File: src/rtl/fetch_pc_ctrl.sv
// Fetch PC controller: owns the fetch PC, applies EX redirects, squashes wrong-path work.
// Optional: define PC_ALIGN_CHECK_EN to word-align redirect targets and flag misaligned ones.
module fetch_pc_ctrl #(
    parameter int              PC_W     = 9,
    parameter logic [PC_W-1:0] RESET_PC = '0,
    parameter int              CNT_W    = 16
) (
    input  logic             clk,
    input  logic             reset,
    input  logic             stall,
    input  logic             pc_sel,
    input  logic [31:0]      br_pc,
    input  logic             imem_ready,
    output logic [PC_W-1:0]  pc_out,
    output logic             fetch_valid,
    output logic             flush_ifid,
    output logic             flush_idex,
    output logic             redirect_pending,
    output logic [CNT_W-1:0] redirect_cnt,
    output logic             misalign
);

    typedef enum logic {
        RUN  = 1'b0,
        PEND = 1'b1
    } state_e;

    state_e            state_q, state_d;
    logic [PC_W-1:0]   pc_q, pc_d;
    logic [PC_W-1:0]   pend_q, pend_d;
    logic [CNT_W-1:0]  cnt_q, cnt_d;

    logic              adv;
    logic              accept;
    logic              in_pend;
    logic [PC_W-1:0]   tgt;
    logic              mis_hit;

    // Upper target bits lie outside the fetch address space.
    logic unused_br_hi;
    assign unused_br_hi = &{1'b0, br_pc[31:PC_W]};

    assign adv     = !stall && imem_ready;
    assign in_pend = (state_q == PEND);
    assign accept  = !in_pend && pc_sel;

`ifdef PC_ALIGN_CHECK_EN
    assign tgt     = {br_pc[PC_W-1:2], 2'b00};
    assign mis_hit = |br_pc[1:0];
`else
    assign tgt     = br_pc[PC_W-1:0];
    assign mis_hit = 1'b0;
`endif

    // Next-state: redirect beats stall; PEND waits only on imem_ready.
    always_comb begin
        state_d = state_q;
        pc_d    = pc_q;
        pend_d  = pend_q;
        cnt_d   = cnt_q;
        unique case (state_q)
            RUN: begin
                if (pc_sel) begin
                    cnt_d = (&cnt_q) ? cnt_q : cnt_q + 1'b1;
                    if (imem_ready) begin
                        pc_d = tgt;
                    end else begin
                        pend_d  = tgt;
                        state_d = PEND;
                    end
                end else if (adv) begin
                    pc_d = pc_q + PC_W'(4);
                end
            end
            PEND: begin
                if (imem_ready) begin
                    pc_d    = pend_q;
                    state_d = RUN;
                end
            end
            default: begin
                state_d = RUN;
            end
        endcase
    end

    // State registers with synchronous reset.
    always_ff @(posedge clk) begin
        if (reset) begin
            state_q <= RUN;
            pc_q    <= RESET_PC;
            pend_q  <= '0;
            cnt_q   <= '0;
        end else begin
            state_q <= state_d;
            pc_q    <= pc_d;
            pend_q  <= pend_d;
            cnt_q   <= cnt_d;
        end
    end

`ifdef PC_ALIGN_CHECK_EN
    logic mis_q;

    // One-cycle pulse for each accepted misaligned redirect.
    always_ff @(posedge clk) begin
        if (reset) begin
            mis_q <= 1'b0;
        end else begin
            mis_q <= accept && mis_hit;
        end
    end

    assign misalign = mis_q;
`else
    logic unused_mis;
    assign unused_mis = &{1'b0, mis_hit};
    assign misalign   = 1'b0;
`endif

    assign pc_out       = pc_q;
    assign redirect_cnt = cnt_q;

    // Handshake and squash outputs are forced low in the reset cycle.
    assign fetch_valid      = !reset && !in_pend && adv && !pc_sel;
    assign flush_idex       = !reset && accept;
    assign flush_ifid       = !reset && (accept || in_pend);
    assign redirect_pending = !reset && in_pend;

endmodule

File: config.mk
export PLATFORM = sky130hd
export DESIGN_NAME = fetch_pc_ctrl
export DESIGN_NICKNAME = d
export VERILOG_FILES = /design/src/rtl/fetch_pc_ctrl.sv
export SDC_FILE = /design/constraint.sdc
export NUM_CORES = 1
export LEC_CHECK = 0
export BUFFER_PORTS_ARGS = -buffer_cell sky130_fd_sc_hd__buf_2
export CAP_MARGIN = 25
export CORE_MARGIN = 4
export CORE_UTILIZATION = 52
export DETAILED_ROUTE_END_ITERATION = 16
export GPL_ROUTABILITY_DRIVEN = 0
export GPL_TIMING_DRIVEN = 1
export PLACE_DENSITY_LB_ADDON = 0.15
export SYNTH_ARGS = -nofsm -noshare
export SYNTH_HDL_FRONTEND = slang
export SYNTH_SLANG_ARGS = --single-unit
File: constraint.sdc
create_clock -name clk -period 3.7 [get_ports clk]
set_input_delay 0.185 -clock clk [delete_from_list [all_inputs] [get_ports clk]]
set_output_delay 0.185 -clock clk [all_outputs]
set_load 0.005 [all_outputs]
==> metrics list <==
* Worst-case headroom to the max-slew limit: 52.0%
- The clock passes through at most 2 buffers.
- Final wirelength: 4300 um
- Layout cells sized above 1: 21.9%
- Gate power share: 11.1%
- For this run, the register share of the synthesized area comes to 38.8%.
- Status: complete, no violations
* Post-Layout Inst Area: 0.00207 mm2
* CTS Root Buffer Type: sky130_fd_sc_hd__clkbuf_4
* Net switching power figure: 0.199 mW
* Cell count after placement: 303
* Summed instance area of the synthesized netlist: 0.00181 mm2
* Endpoint type of the worst setup path: register
* H-Tree Depth: 2
- In this run the remaining antenna-violating nets after routing total 0.
- Excluding fillers, the count of instances in the completed layout stands at 311.
* Longest individual stage delay on the worst path: 0.63 ns
* Via count of the first global-routing pass: 1,516
- Final period utilization: 63.2%
- Routed vias/inst: 5.71
- The layout has 329 filler cells.
* Final hold slack: 0.0625 ns
- Async SR Flop Fraction: 0%
- Clock-pin slew reported for the worst setup and hold paths after clock tree synthesis: 0.12 ns
- For this run, design rule violations remaining after detail routing come to 0.
- Utilization after layout: 62.0%
- The floorplan step defined a die boundary enclosing 0.00448 mm2.
- TritonCTS created 5 clock buffers.
- During synthesis, Yosys emitted a total of 0 warnings.
* Num Clock Sinks: 35
- The die is 66.9 um tall.
* Residual overflow from global routing: 0
- Startpoint class of the critical path: register
- Wire length of the first global-routing pass: 7070 um
- Required @ worst endpoint: 3.98 ns
- Maximum ir drop on the vdd rail: 0.000168 V
- The critical path contains buffers and inverters numbering 0 combined.
- Total iterations of the first detailed-routing run: 4
- Total of endpoints with negative setup slack in the final report: 0
- Post-cts resize count: 0
- Setup TNS: 0 ns
- Antenna cells: 0
* Largest net degree at the start of global routing: 40
* Critical path, cell by cell: nand2b_1 > or3b_1 > or4_1 > a21oi_1
- In this run, flip-flops and latches consume 58.1% of the power.
- Post-Synthesis Mean Instance Area: 7.86 um2
* HP Class: input pin to register
- Grouping stages by cell kind, the critical path spends the most delay in simple AND/OR/NAND/NOR gates.
* Die width: 66.9 um
* Number of buffers inserted by post-CTS setup repair: 0
* Total power density per cell area: 334 mW/mm2
- The number of cells on the worst reg-to-reg path is 4.
- The initial utilization of the core area, before any placement, comes to 54.1%.
* Area of the core: 0.00334 mm2
* Placed inst area: 0.00201 mm2
- The number of hold violations in the final report was 0.
- Hold-fix buffers, CTS: 0
* Count of boundary I/O pins: 67
* Setup CP Type: register to register
- Global routing used 21.0% of the available tracks across all layers.
* RSZ-0062 raised after global routing: false
* Detailed-route wire length per cell: 13.8 um
- TritonCTS clock tree: yes
- Summed over all cells, the static leakage comes to 0.807 nW.
* Clock insertion delay at the later pin of the skew report: 0.35 ns
* Data arrival time of the critical path: 2.62 ns
* Number of pins with negative max-slew slack in the final report: 0
- Clock skew on the completed layout was measured at 0.00697 ns.
* Gate Count Post-Synth: 230
- The area growth from synthesis to layout is 14.5%.
* Minimum clock period after layout: 2.34 ns
* Internal power of the cells: 0.493 mW
* Detailed placement HPWL: 2940 um
- Along the worst path, the maximum fanout reaches 21.
* Synthesized netlist net count: 269
- Most used flip-flop cell after synthesis: sky130_fd_sc_hd__dfxtp_1
- DRC marker count from the first detailed-route iteration: 157
- The initial antenna violation count came to 0.
- Synth unique cells: 40
* Clock group share of total power: 30.8%
* Flop and latch count out of synthesis: 35
- Net switching is 28.7% of the power.
* Site Rows: 21
- Highest clock rate: 427 MHz
- Among all stages on the critical path, the largest delay is contributed by sky130_fd_sc_hd__or3b_1.
* Crit path depth: 4
- Worst Max-Slew Pin Slew: 0.720 ns
- During placement, the flow inserted port buffers numbering 42.
- In this run, synthesis inferred 0 flip-flops with an integrated enable.
* Post-layout net count: 303
- Via count: 1,775
- Counting instances, the worst hold path has a depth of 3.
- Across the run, the number of max-cap violations was 0.
==> stage by stage <==
step,setup WS [ns],total power [mW]
after floorplan,1.98,0.458
after global placement,1.42,0.485
after detailed placement,1.40,0.487
after CTS,1.38,0.699
after global routing,1.18,0.733
final,1.36,0.691
==> synthesized netlist by cell type (all sizes together), types with 2 or more instances <==
cell | count | area share [%]
dfxtp | 35 | 39
a21oi | 30 | 8.3
nand2 | 30 | 6.2
o21ai | 28 | 7.8
clkbuf | 12 | 2.5
nor2 | 9 | 1.9
nand3 | 7 | 1.9
or4 | 7 | 2.9
and4 | 6 | 3.2
o31ai | 6 | 2.5
inv | 5 | 1.0
nand2b | 5 | 1.7
mux2i | 4 | 2.2
nand4 | 4 | 1.4
or3 | 4 | 1.4
a211oi | 3 | 1.2
and3 | 3 | 1.0
buf | 3 | 0.97
nor2b | 3 | 1.0
o41ai | 3 | 1.5
ha | 2 | 1.4
mux2 | 2 | 1.2
nor3 | 2 | 0.55
nor4 | 2 | 0.69
o211ai | 2 | 0.83
o311ai | 2 | 0.97
==> metal layers <==
layer  vias up  track usage, %  wire length [um]
li1        917               -                 -
met5         -               0                 0
met3         5            6.07               232
met2        40            32.2              1910
met4         0            8.35                64
met1       813            27.6              2090
==> cell type report <==
class                   instances  area (um2)  share of cell area (%)
clock inverters                 3        20.0                   0.967
repair buffers                 42         210                    10.2
flip-flops and latches         35         701                    33.9
multi-input cells             175        1020                    49.5
clock buffers                   5        37.5                    1.81
well taps                      46        57.6                    2.78
inverters                       5        18.8                   0.907
==> placed cells by master (no fill, tap or decap), types with 3 or more instances in the layout <==
master	netlist	layout
sky130_fd_sc_hd__and3_1	3	3
sky130_fd_sc_hd__a21oi_1	30	30
sky130_fd_sc_hd__dfxtp_1	35	35
sky130_fd_sc_hd__nand2_1	30	30
sky130_fd_sc_hd__or4_1	7	7
sky130_fd_sc_hd__inv_1	5	5
sky130_fd_sc_hd__or3_1	4	4
sky130_fd_sc_hd__a211oi_1	3	3
sky130_fd_sc_hd__and4_1	3	3
sky130_fd_sc_hd__buf_2	2	42
sky130_fd_sc_hd__mux2i_1	4	4
sky130_fd_sc_hd__clkbuf_4	0	5
sky130_fd_sc_hd__o31ai_1	6	6
sky130_fd_sc_hd__o41ai_1	3	3
sky130_fd_sc_hd__o21ai_0	28	28
sky130_fd_sc_hd__nor2_1	9	9
sky130_fd_sc_hd__nand3_1	7	7
sky130_fd_sc_hd__nand2b_1	5	5
sky130_fd_sc_hd__nand4_1	4	4
sky130_fd_sc_hd__nor2b_1	3	3
==> worst reg2reg max path, stage by stage (launching register included) <==
cell,delay [ns]
sky130_fd_sc_hd__dfxtp_1,0.53
sky130_fd_sc_hd__nand2b_1,0.53
sky130_fd_sc_hd__or3b_1,0.63
sky130_fd_sc_hd__or4_1,0.44
sky130_fd_sc_hd__a21oi_1,0.15
==> registers in the layout (all words and copies together) (netlist names) <==
name and count:
redirect_cnt 16, pc_out 9, pend_q 9, in_pend 1
==> path summary, 6_finish.rpt <==
path | slack [ns] | to | start
setup / recovery | 1.36 | redirect_cnt[8] | in_pend
hold / removal | 0.06 | pend_q[1] | br_pc[1]
setup reg to reg | 1.36 | redirect_cnt[8] | in_pend
hold reg to reg | 0.48 | pend_q[2] | pend_q[2]
==> cells by family (layout without fill, tap and decap cells) <==
family / Yosys count / in the layout / synth area share, %
mux: 6 / 6 / 3.46
fa+ha+maj: 2 / 2 / 1.38
flops: 35 / 35 / 38.8
other cells: 1 / 1 / 0.208
compound gates: 80 / 80 / 26.0
buf+inv: 20 / 55 / 4.50
simple gates: 86 / 86 / 25.7
==> power by group through the flow <==
| stage | Combinational (mW) | Clock (mW) | Sequential (mW) |
|---|---|---|---|
| floorplan | 0.0518 | 0 | 0.406 |
| global placement | 0.0756 | 0 | 0.410 |
| detailed placement | 0.0764 | 0 | 0.410 |
| CTS | 0.0767 | 0.220 | 0.402 |
| global route | 0.0870 | 0.241 | 0.404 |
| finish | 0.0764 | 0.213 | 0.402 |
(Power assumes the default switching activity.)
